File: config.mk
export PLATFORM = sky130hd
export DESIGN_NAME = hilo_divide_unit_flat
export DESIGN_NICKNAME = d
export VERILOG_FILES = /design/src/rtl/hilo_divide_unit_if.sv /design/src/rtl/hilo_divide_unit.sv /design/src/flat_wrapper.sv
export SDC_FILE = /design/constraint.sdc
export NUM_CORES = 1
export LEC_CHECK = 0
export CAP_MARGIN = 20
export CORE_ASPECT_RATIO = 0.5
export CORE_MARGIN = 3
export CORE_UTILIZATION = 40
export CTS_CLUSTER_SIZE = 8
export DETAILED_ROUTE_END_ITERATION = 8
export GPL_TIMING_DRIVEN = 1
export MAX_ROUTING_LAYER = met4
export SLEW_MARGIN = 30
export SYNTH_ARGS = -nofsm -noshare
export SYNTH_HDL_FRONTEND = slang
export SYNTH_SLANG_ARGS = --single-unit
File: constraint.sdc
create_clock -name clk -period 3.7 [get_ports clk]
set_clock_uncertainty 0.2 [all_clocks]
set_input_delay 0.555 -clock clk [delete_from_list [all_inputs] [get_ports clk]]
set_output_delay 0.555 -clock clk [all_outputs]
set_load 0.05 [all_outputs]
File: src/rtl/hilo_divide_unit_if.sv
// Request/result bundle between the Execute stage and the HI/LO divide unit.
// master: the requesting pipeline stage; slave: the divider.
interface hilo_divide_unit_if #(
    parameter int unsigned WIDTH = 32
);
    logic             start;
    logic             is_signed;
    logic             abort;
    logic [WIDTH-1:0] dividend;
    logic [WIDTH-1:0] divisor;
    logic             busy;
    logic             done;
    logic [WIDTH-1:0] quotient;
    logic [WIDTH-1:0] remainder;
    logic             div_by_zero;

    modport master (
        output start, is_signed, abort, dividend, divisor,
        input  busy, done, quotient, remainder, div_by_zero
    );

    modport slave (
        input  start, is_signed, abort, dividend, divisor,
        output busy, done, quotient, remainder, div_by_zero
    );
endinterface

File: src/rtl/hilo_divide_unit.sv
// Multi-cycle radix-2 restoring divider for DIV/DIVU. Quotient feeds LO,
// remainder feeds HI. Signs are stripped on capture and restored in FIX.
// Optional feature macro: DIV_EARLY_OUT_EN (skip the iteration when the
// divisor magnitude exceeds the dividend magnitude).
module hilo_divide_unit #(
    parameter int unsigned WIDTH = 32
) (
    input logic                clk,
    input logic                rst_n,
    hilo_divide_unit_if.slave  div
);
    localparam int unsigned CW = $clog2(WIDTH);

    localparam logic [1:0] IDLE = 2'd0;
    localparam logic [1:0] CALC = 2'd1;
    localparam logic [1:0] FIX  = 2'd2;
    localparam logic [1:0] DONE = 2'd3;

    logic [1:0]       state_q, state_d;
    logic [CW-1:0]    cnt_q, cnt_d;
    logic [WIDTH-1:0] quo_q, quo_d;     // shifts dividend out, quotient bits in
    logic [WIDTH-1:0] rem_q, rem_d;     // partial remainder, always < divisor
    logic [WIDTH-1:0] dvsr_q, dvsr_d;
    logic             neg_quo_q, neg_quo_d;
    logic             neg_rem_q, neg_rem_d;
    logic [WIDTH-1:0] quotient_q, quotient_d;
    logic [WIDTH-1:0] remainder_q, remainder_d;
    logic             dbz_q, dbz_d;

    logic             a_neg, b_neg;
    logic [WIDTH-1:0] a_mag, b_mag;
    logic [WIDTH:0]   shifted;
    logic             fits;

    assign a_neg = div.is_signed & div.dividend[WIDTH-1];
    assign b_neg = div.is_signed & div.divisor[WIDTH-1];
    // -2^(WIDTH-1) negates to itself, which is the correct unsigned magnitude
    assign a_mag = a_neg ? -div.dividend : div.dividend;
    assign b_mag = b_neg ? -div.divisor  : div.divisor;

    // WIDTH+1-bit trial value so a top-bit shift-in never overflows the compare
    assign shifted = {rem_q, quo_q[WIDTH-1]};
    assign fits    = shifted >= {1'b0, dvsr_q};

    // Next-state and datapath update
    always_comb begin
        state_d     = state_q;
        cnt_d       = cnt_q;
        quo_d       = quo_q;
        rem_d       = rem_q;
        dvsr_d      = dvsr_q;
        neg_quo_d   = neg_quo_q;
        neg_rem_d   = neg_rem_q;
        quotient_d  = quotient_q;
        remainder_d = remainder_q;
        dbz_d       = dbz_q;
        case (state_q)
            IDLE: begin
                if (div.start && !div.abort) begin
                    quo_d     = a_mag;
                    dvsr_d    = b_mag;
                    rem_d     = '0;
                    cnt_d     = CW'(WIDTH - 1);
                    neg_quo_d = a_neg ^ b_neg;
                    neg_rem_d = a_neg;
                    if (div.divisor == '0) begin
                        quotient_d  = '1;
                        remainder_d = div.dividend;
                        dbz_d       = 1'b1;
                        state_d     = DONE;
`ifdef DIV_EARLY_OUT_EN
                    end else if (b_mag > a_mag) begin
                        quotient_d  = '0;
                        remainder_d = div.dividend;
                        dbz_d       = 1'b0;
                        state_d     = DONE;
`endif
                    end else begin
                        state_d = CALC;
                    end
                end
            end
            CALC: begin
                if (div.abort) begin
                    state_d = IDLE;
                end else begin
                    // Remainder result is < divisor, so the top bit is always zero
                    rem_d = fits ? WIDTH'(shifted - {1'b0, dvsr_q}) : shifted[WIDTH-1:0];
                    quo_d = {quo_q[WIDTH-2:0], fits};
                    if (cnt_q == '0) begin
                        state_d = FIX;
                    end else begin
                        cnt_d = cnt_q - 1'b1;
                    end
                end
            end
            FIX: begin
                if (div.abort) begin
                    state_d = IDLE;
                end else begin
                    quotient_d  = neg_quo_q ? -quo_q : quo_q;
                    remainder_d = neg_rem_q ? -rem_q : rem_q;
                    dbz_d       = 1'b0;
                    state_d     = DONE;
                end
            end
            default: begin
                // DONE: result already committed, abort has no effect here
                state_d = IDLE;
            end
        endcase
    end

    // State and result registers
    always_ff @(posedge clk or negedge rst_n) begin
        if (!rst_n) begin
            state_q     <= IDLE;
            cnt_q       <= '0;
            quo_q       <= '0;
            rem_q       <= '0;
            dvsr_q      <= '0;
            neg_quo_q   <= 1'b0;
            neg_rem_q   <= 1'b0;
            quotient_q  <= '0;
            remainder_q <= '0;
            dbz_q       <= 1'b0;
        end else begin
            state_q     <= state_d;
            cnt_q       <= cnt_d;
            quo_q       <= quo_d;
            rem_q       <= rem_d;
            dvsr_q      <= dvsr_d;
            neg_quo_q   <= neg_quo_d;
            neg_rem_q   <= neg_rem_d;
            quotient_q  <= quotient_d;
            remainder_q <= remainder_d;
            dbz_q       <= dbz_d;
        end
    end

    assign div.busy        = (state_q != IDLE);
    assign div.done        = (state_q == DONE);
    assign div.quotient    = quotient_q;
    assign div.remainder   = remainder_q;
    assign div.div_by_zero = dbz_q;
endmodule

File: src/flat_wrapper.sv
// flat-port wrapper written by rule: the top's interface ports become plain ports
module hilo_divide_unit_flat 
#(
    parameter int unsigned WIDTH = 32
)
  (clk, rst_n, div_start, div_is_signed, div_abort, div_dividend, div_divisor, div_busy, div_done, div_quotient, div_remainder, div_div_by_zero);
  hilo_divide_unit_if #(.WIDTH(WIDTH)) div_i ();
  input logic clk;
  input logic rst_n;
  input wire logic [$bits(div_i.start)-1:0] div_start;
  input wire logic [$bits(div_i.is_signed)-1:0] div_is_signed;
  input wire logic [$bits(div_i.abort)-1:0] div_abort;
  input wire logic [$bits(div_i.dividend)-1:0] div_dividend;
  input wire logic [$bits(div_i.divisor)-1:0] div_divisor;
  output wire logic [$bits(div_i.busy)-1:0] div_busy;
  output wire logic [$bits(div_i.done)-1:0] div_done;
  output wire logic [$bits(div_i.quotient)-1:0] div_quotient;
  output wire logic [$bits(div_i.remainder)-1:0] div_remainder;
  output wire logic [$bits(div_i.div_by_zero)-1:0] div_div_by_zero;
  assign div_i.start = div_start;
  assign div_i.is_signed = div_is_signed;
  assign div_i.abort = div_abort;
  assign div_i.dividend = div_dividend;
  assign div_i.divisor = div_divisor;
  assign div_busy = div_i.busy;
  assign div_done = div_i.done;
  assign div_quotient = div_i.quotient;
  assign div_remainder = div_i.remainder;
  assign div_div_by_zero = div_i.div_by_zero;
  hilo_divide_unit #(.WIDTH(WIDTH)) u_core (.clk(clk), .rst_n(rst_n), .div(div_i));
endmodule
==> flow_summary.toml, run 1 <==
[sta]
tns_ps = 0
rsz0062_at_grt = "no"
hold_viol = 0
worst_pin_slew_ps = 773
fin_hold_ws_ps = 274
final_max_slew_viol_count = 0
max_freq_ghz = 0.289
slew_headroom = 0.484
min_period_ps = 3460
worst_slack_ps = 241
setup_viol = 0
post-route-period-util = 0.935

[yosys]
synthFlopType = "dfrtp_1"
synth.top_cells.by_area = "dfrtp_1, o21ai_0, nand2_1"
syn_avg_cell_area_um2 = 8.04
netlist_instances = 1409
syn_area_mm2 = 0.0113
yosys_warnings = 0
synth_top_area_cell = "dfrtp_1"
async_flop_share = 1.00
synth.distinct_cells = 63
yosysMostFrequentCell = "nand2_1"
synth_common_cells = "nand2_1, dfrtp_1, o21ai_0"
ys_seq_area_frac = 0.376
synth_seq_cells = 170
synth_edf_count = 0
synth_fp_nets = 1517
yosys.area.top_type_share = 0.376

[global_route]
met3_usage = 0.0355
grt_use_total = 0.221
busiest_layer = "met2"
gr-usage-met1 = 0.309
grt_pass1_vias = 9951
grt_pass1_wl_mm = 53.0
grt-ovfl-total = 0
grt_start_max_net_pins = 77
antenna_found_initial = 2
gr-usage-met2 = 0.332

[outcome]
status = "completed"

[cells_and_area]
areaGrowthSynthToFinish_pct = 25.6
fin_nets = 1680
fill_cells = 2614
final_layout_size_suffix_gt1_frac = 0.0833

[min_path]
hold_path.class = "register to register"
hold_depth = 2
min_from = "u_core.dvsr_q[30]"

[worst_setup_path]
critPathMaxStageDelay_ps = 550
crit_path_top_delay_cell = "or4_4"
critPathArrivalTime_ps = 3640
critPathKind = "primary input to register"
r2r_cells = 9
crit_path_cell_trace = "dlymetal6s2s_1, or4_4, or3_4, nor3_4, nand2_2, or3_4, o41a_1, buf_6, a21oi_4, buf_12, buf_12, buf_12, nor2_1, a21oi_1"
cp-start-kind = "primary input"
cp-startpoint = "div_divisor[10]"
endpoint_kind = "register"
required_ps = 3880
r2r-start = "u_core.rem_q[11]"
cpMostUsedCell = "buf_12"
critPathMaxFanout = 4

[floorplan]
core_area_mm2 = 0.0271
fp.dieArea_mm2 = 0.0305
die_y_um = 125
ios = 136
fp.dieW_um = 244
placementRows = 42
initial_core_util = 0.418

[cts]
clk_latency_ps = 450
cts-root-buf = "clkbuf_16"
clock-sinks = 170
htree_levels = 4
clk_path_buf_depth = 2
cts_buffers = 17
cts_tree = "done"
clkTransAtPathRegs_ps = 70

[placed_design]
place_hpwl_mm = 25.2
gp_congestion = 0.894
io_buffers = 135
pre_cts_slack_ps = -432

[pwr]
finalPower_w = 0.0127
peakVddDrop_mv = 0.428
p_leak_nw = 6.05
powerDensity_mw_per_mm2 = 890

[drt]
vias = 10400
wl_per_cell_um = 16.8
totalWireLength_mm = 33.0
viasPerCell = 5.32
dr.pass1.iters = 5
post-route-drc-count = 0
final_antenna_net_count = 0
drt_iter0_drc = 828

[job]
max-cap-violations = 0
-- cell families after synthesis --
| kind of cell | after synthesis | synth area share |
|---|---|---|
| DFF | 170 | 0.376 |
| buffers and inverters | 125 | 0.0431 |
| xor gates and xnor gates | 146 | 0.113 |
| adders and majority gates | 39 | 0.0437 |
| and+or+nand+nor | 482 | 0.190 |
| muxes | 18 | 0.0159 |
| AOI/OAI and AO/OA | 429 | 0.218 |
-- power by group --
part,internal (W),total (W),leakage (nW),switching (W)
Clock,0.00101,0.00182,0.287,0.000817
Combinational,0.00291,0.00736,3.72,0.00445
Sequential,0.00260,0.00349,2.04,0.000889
-- cells in the final DEF, fill, tap and decap left out, types with 7 or more instances in the layout --
cell type	Yosys	final
o31ai_1	23	23
mux2i_1	18	18
nor4_1	8	8
nand2b_1	14	14
or3_1	19	18
o21ai_0	170	170
ha_1	38	38
nor2_1	152	150
a21o_1	10	9
buf_4	0	66
nor3_1	20	20
o41ai_1	11	11
clkbuf_16	0	19
nand3_1	29	29
inv_1	58	58
xor2_1	80	80
a31oi_1	21	21
nand2_1	191	190
a21oi_1	143	141
dfrtp_1	170	170
clkdlybuf4s50_1	0	130
or4_1	9	9
a32oi_1	7	7
xnor2_1	66	66
a221o_1	7	7
-- sequential cells by signal, indices dropped and copies added (netlist names), 2 cells and up --
| name | cells |
|---|---|
| u_core.div.quotient | 32 |
| u_core.div.remainder | 32 |
| u_core.dvsr_q | 32 |
| u_core.quo_q | 32 |
| u_core.rem_q | 32 |
| u_core.cnt_q | 5 |
| u_core.state_q | 2 |
-- metal layers --
layer  routed length, um  vias to the layer above
met1               16600                     4918
met2               14500                      226
li1                    -                     5263
met3                1250                       36
met4                 728                        0
met5                   0                        -
-- final cells by class --
type	count	area (um2)	share of cell area
sequential	170	4250	0.299
clock inverter	15	163	0.0114
tap	374	468	0.0329
clock buffer	17	425	0.0299
antenna	3	7.51	0.000528
multi-input combinational	1114	6650	0.467
inverter	58	218	0.0153
timing repair buffer	211	2050	0.144
-- critical path: cells and delay by family --
kind	cells	cell delay, ps
simple gates	6	1670
compound gates	3	740
buf+inv	5	670
-- path summary, 6_finish.rpt --
| check | slack, ps | endpoint |
|---|---|---|
| min in group asynchronous | 520 | u_core.dvsr_q[28] |
| max | 240 | u_core.div.quotient[1] |
| max reg2reg | 420 | u_core.div.remainder[31] |
| min | 270 | u_core.dvsr_q[30] |
| max in group asynchronous | 1950 | u_core.dvsr_q[5] |
| min reg2reg | 270 | u_core.dvsr_q[30] |
-- per-stage QoR --
step                      instance area, um2   util  std cells
after floorplan                        11300      -       1409
after global placement                 13500  0.498       1922
after detailed placement               13500  0.498       1922
after CTS                              14100  0.520       1955
after global routing                   14200  0.525       1961
final                                  14200  0.525       1962
-- timing repair --
action	in CTS	in global routing
hold endpoints to repair	67	0
buffers inserted	0	2
hold buffers	1	0
gates resized for setup	0	10
setup endpoints to repair	0	65
Note: power is estimated with default switching activity, not from simulation.
==> run 2, diff against run 1 <==
--- a/config.mk
+++ b/config.mk
@@ -9,6 +9,7 @@
 export CORE_ASPECT_RATIO = 0.5
 export CORE_MARGIN = 3
 export CORE_UTILIZATION = 40
+export CTS_BUF_LIST = sky130_fd_sc_hd__clkbuf_8
 export CTS_CLUSTER_SIZE = 8
 export DETAILED_ROUTE_END_ITERATION = 8
 export GPL_TIMING_DRIVEN = 1
==> run 2 against run 1 <==
  * Final cell count hardly changed
  * Via count up 0.22%
  * Sequential share of layout area is 0.47 points higher
  * Sequential power is essentially flat
  * Register-to-register slack hardly changed
  * Fmax shrank 3.5%
  * Critical path depth stayed put
  * Wire length fell by 0.64%
  * Non-clock buffer count stayed put
  * Critical path type unchanged
  * Critical endpoint unchanged
  * Highest routed layer unchanged
==> flow_summary.toml, run 2 (same netlist as run 1, synthesis figures left out) <==
[outcome]
status = "completed"

[cts]
clk_latency_ps = 510
clock-sinks = 170
clk_path_buf_depth = 2
cts_buffers = 17
clkTransAtPathRegs_ps = 100
htree_levels = 4
cts_tree = "done"
cts-root-buf = "clkbuf_8"

[floorplan]
initial_core_util = 0.418
fp.dieArea_mm2 = 0.0305
core_area_mm2 = 0.0271
ios = 136
fp.dieW_um = 244
placementRows = 42
die_y_um = 125

[min_path]
hold_path.class = "register to register"

[placed_design]
placed_cells = 1922
place_hpwl_mm = 25.2
io_buffers = 135
pre_cts_slack_ps = -432
gp_congestion = 0.894

[drt]
viasPerCell = 5.34
wl_per_cell_um = 16.7
dr.pass1.iters = 5
final_antenna_net_count = 0
drt_iter0_drc = 884
vias = 10500
totalWireLength_mm = 32.8
post-route-drc-count = 0

[worst_setup_path]
critPathKind = "primary input to register"
critPathMaxFanout = 4
cpMostUsedCell = "buf_12"
critPathArrivalTime_ps = 3820
cp_num_buf_inv = 5
reg2reg_slack_ps = 430
crit_path_cell_trace = "clkdlybuf4s50_1, or4_4, or3_4, nor3_4, nand2_1, or3_4, o41a_1, buf_4, a21oi_4, buf_12, buf_12, buf_12, nor2_1, a21oi_1"
required_ps = 3930
crit_path_top_delay_cell = "or4_4"
critPathMaxStageDelay_ps = 550
crit_family = "simple AND/OR/NAND/NOR gates"
endpoint_kind = "register"
cp-start-kind = "primary input"

[cells_and_area]
seqCellArea_mm2 = 0.00425
fin_nets = 1680
final_cell_mix = "nand2_1, o21ai_0, dfrtp_1"
stdcell_count = 1961
multiInputGateArea_mm2 = 0.00663
final_layout_size_suffix_gt1_frac = 0.0820
fill_cells = 2638
areaGrowthSynthToFinish_pct = 23.7
layout_commonest_cell = "nand2_1"
fin_util = 0.517

[sta]
rsz0062_at_grt = "no"
worst_pin_slew_ps = 772
max_freq_ghz = 0.279
tns_ps = 0
worst_slack_ps = 114
slew_headroom = 0.485
hold_viol = 0
min_period_ps = 3590
post-route-period-util = 0.969
final_max_slew_viol_count = 0
setup_viol = 0

[pwr]
powerDensity_mw_per_mm2 = 871
p_leak_nw = 5.92
finalPower_w = 0.0122
peakVddDrop_mv = 0.430

[global_route]
antenna_found_initial = 1
grt_pass1_vias = 9936
grt_pass1_wl_mm = 53.0
grt-ovfl-total = 0
grt_start_max_net_pins = 77
grt_use_total = 0.221

[job]
max-cap-violations = 0
==> run 2: cell count changes in the layout (fill, tap and decap cells not counted), sizes merged <==
cell,previous run,this run
clkdlybuf4s50,130,134
diode,3,2
dlymetal6s2s,4,0
==> run 2: final cells by class <==
| cell class | instances | share of cell area |
|---|---|---|
| repair buffers | 211 | 0.145 |
| well taps | 374 | 0.0334 |
| multi-input cells | 1114 | 0.473 |
| diodes | 2 | 0.000357 |
| flip-flops and latches | 170 | 0.304 |
| clock inverters | 15 | 0.0116 |
| inverters | 58 | 0.0155 |
| clock buffers | 17 | 0.0167 |
==> run 2: final timing paths <==
kind	depth (start not counted)	from	end
worst max register to register	9	u_core.rem_q[9]	u_core.div.remainder[28]
worst min register to register	2	u_core.dvsr_q[30]	u_core.dvsr_q[30]
min in group asynchronous	2	rst_n	u_core.dvsr_q[28]
max in group asynchronous	3	rst_n	u_core.quo_q[22]
worst min-delay path	2	u_core.dvsr_q[30]	u_core.dvsr_q[30]
worst max-delay path	14	div_divisor[10]	u_core.div.quotient[1]
==> run 2: routing by layer <==
metal | wire, um | global-route usage | up-vias
met5 | 0 | - | -
met2 | 14400 | 0.333 | 223
met4 | 670 | 0.0638 | 0
li1 | - | - | 5269
met1 | 16200 | 0.309 | 4934
met3 | 1510 | 0.0349 | 40
==> run 2: report_power, final <==
part           leakage, nW  total [W]  switching [W]  internal (W)
clock                0.199    0.00138       0.000769      0.000611
combinational         3.68    0.00735        0.00444       0.00290
sequential            2.04    0.00348       0.000885       0.00259
==> run 2: what timing repair did <==
item | CTS | global route
resized for setup | 0 | 2
setup buffers | 0 | 2
hold endpoints to repair | 71 | 0
endpoints found under the setup margin | 0 | 44
hold buffers | 1 | 0
==> run 2: worst min-delay path: stages, from the launching register on <==
cell     delay, ps
dfrtp_1        340
nand2_1         50
o21ai_0         60
==> run 2: stage by stage <==
stage / instance area (um2) / hold slack (ps)
after floorplan: 11300 / 59.4
after global placement: 13500 / 263
after detailed placement: 13500 / 270
after CTS: 13900 / 289
after global routing: 14000 / 312
final: 14000 / 279
==> run 3, diff against run 2 <==
--- a/config.mk
+++ b/config.mk
@@ -14,6 +14,7 @@
 export DETAILED_ROUTE_END_ITERATION = 8
 export GPL_TIMING_DRIVEN = 1
 export MAX_ROUTING_LAYER = met4
+export SETUP_SLACK_MARGIN = 0.5
 export SLEW_MARGIN = 30
 export SYNTH_ARGS = -nofsm -noshare
 export SYNTH_HDL_FRONTEND = slang
==> run 3 against run 2 <==
  * Combinational power increased by 9.7%
  * First-iteration DRC count increased by 11%
  * Power increased by 5.6%
  * Setup slack improved by 380 ps
  * Non-clock buffer count increased by 9
  * Design area increased by 3.1%
  * Critical path depth unchanged
  * Fmax increased by 12%
  * Global-route usage increased by 0.26 points
  * Largest power group unchanged
==> flow_summary.toml, run 3 (same netlist as run 1, synthesis figures left out) <==
[outcome]
status = "completed"

[pwr]
powerDensity_mw_per_mm2 = 893
p_leak_nw = 6.04
p_seq_frac = 0.274
p_int_w = 0.00644
p_sw_w = 0.00646
p_clk_frac = 0.101
swShare = 0.501
peakVddDrop_mv = 0.400
p_comb_frac = 0.625

[sta]
min_period_ps = 3200
setup_viol = 0
hold_viol = 0
rsz0062_at_grt = "yes"
fin_hold_ws_ps = 241
slew_headroom = 0.382
max_freq_ghz = 0.312
final_max_slew_viol_count = 0
worst_pin_slew_ps = 923
post-route-period-util = 0.866

[worst_setup_path]
critPathKind = "primary input to register"
r2r_cells = 12
cp-start-kind = "primary input"
r2r-start = "u_core.dvsr_q[1]"
reg2reg_slack_ps = 570
endpoint_kind = "register"
crit_end = "u_core.div.quotient[2]"
required_ps = 3950
critPathArrivalTime_ps = 3450
cp-startpoint = "div_divisor[10]"
worstReg2RegEnd = "u_core.rem_q[31]"
critPathMaxFanout = 5

[cells_and_area]
finish.instance_area_mm2 = 0.0144
seqCellArea_mm2 = 0.00426
final_layout_size_suffix_gt1_frac = 0.136
layout_commonest_cell = "nand2_1"
fin_nets = 1689
fill_cells = 2554
fin_util = 0.532
areaGrowthSynthToFinish_pct = 27.5
final_cell_mix = "nand2_1, o21ai_0, dfrtp_1"
multiInputGateArea_mm2 = 0.00693

[global_route]
grt_use_total = 0.224
antenna_found_initial = 3
grt_start_max_net_pins = 79
busiest_layer = "met2"
grt_pass1_wl_mm = 53.5
grt-ovfl-total = 0
gr-usage-met2 = 0.338
gr-usage-met1 = 0.312
met3_usage = 0.0329
grt_pass1_vias = 9919

[placed_design]
io_buffers = 135
gp_congestion = 0.895
place_area_mm2 = 0.0135
place_hpwl_mm = 25.6

[drt]
post-route-drc-count = 0
drt_iter0_drc = 983
vias = 10600
dr.pass1.iters = 5
viasPerCell = 5.38
wl_per_cell_um = 17.4
totalWireLength_mm = 34.3
final_antenna_net_count = 0

[cts]
clock-sinks = 170
clkTransAtPathRegs_ps = 100
cts_buffers = 17
htree_levels = 4
cts_tree = "done"
cts-root-buf = "clkbuf_8"
clk_path_buf_depth = 2
clk_latency_ps = 500

[floorplan]
fp.dieW_um = 244
fp.dieArea_mm2 = 0.0305
placementRows = 42
core_area_mm2 = 0.0271
die_y_um = 125
ios = 136
initial_core_util = 0.418

[min_path]
hold_path.class = "primary input to register"

[job]
max-cap-violations = 0
## run 3: through the flow
stage / setup WS [ps] / setup TNS [ps] / instances / total power [W]
6_report: 497 / 0 / 1971 / 0.0129
3_5_place_dp: -367 / -20260 / 1917 / 0.0108
5_1_grt: 421 / 0 / 1971 / 0.0138
2_1_floorplan: 287 / 0 / 1409 / 0.00850
3_3_place_gp: -313 / -16160 / 1917 / 0.0107
4_1_cts: 470 / 0 / 1953 / 0.0123
## run 3: worst min-delay path by stage
stage	slack, ps	startpoint	depth (start not counted)	end
finish	240	div_divisor[10]	4	u_core.dvsr_q[10]
global route	250	div_divisor[10]	4	u_core.dvsr_q[10]
CTS	230	div_divisor[10]	4	u_core.dvsr_q[10]
detailed placement	270	u_core.dvsr_q[28]	2	u_core.dvsr_q[28]
global placement	260	u_core.dvsr_q[2]	2	u_core.dvsr_q[2]
floorplan	60	rst_n	0	u_core.cnt_q[0]
## run 3: power by group through the flow
stage | Combinational [W] | Clock [W] | Sequential, W
final | 0.00806 | 0.00130 | 0.00353
after global routing | 0.00877 | 0.00142 | 0.00363
after detailed placement | 0.00733 | 0 | 0.00350
after floorplan | 0.00411 | 0 | 0.00439
after CTS | 0.00752 | 0.00135 | 0.00346
after global placement | 0.00725 | 0 | 0.00348
## run 3: layout make-up
| type | count | area share |
|---|---|---|
| Multi-Input combinational cell | 1114 | 0.480 |
| Sequential cell | 170 | 0.295 |
| Timing Repair Buffer | 220 | 0.150 |
| Tap cell | 374 | 0.0324 |
| Clock buffer | 18 | 0.0172 |
| Inverter | 58 | 0.0151 |
| Clock inverter | 14 | 0.00893 |
| Antenna cell | 3 | 0.000520 |
## run 3: worst max-delay path: stages
cell     delay [ps]
buf_6            90
or4_4           550
or3_4           360
nor3_4          170
nand2_2          90
or3_4           370
o41a_1          440
buf_6           170
a21oi_4         130
buf_12          150
buf_12          120
buf_12          120
nor2_4           30
a21oi_2         100
## run 3: routing by layer
layer	wire length, um	vias to the layer above	part of all wire
li1	-	5272	-
met4	595	0	0.017
met3	1310	40	0.038
met5	0	-	0
met2	15900	214	0.46
met1	16500	5073	0.48
## run 3: repair_timing
item,4_1_cts,5_1_grt
cloned,1,4
endpoints found under the setup margin,74,90
pin swaps,1,14
gates resized for setup,19,89
buffers inserted,2,11
hold buffers,1,0
endpoints found under the hold margin,75,0
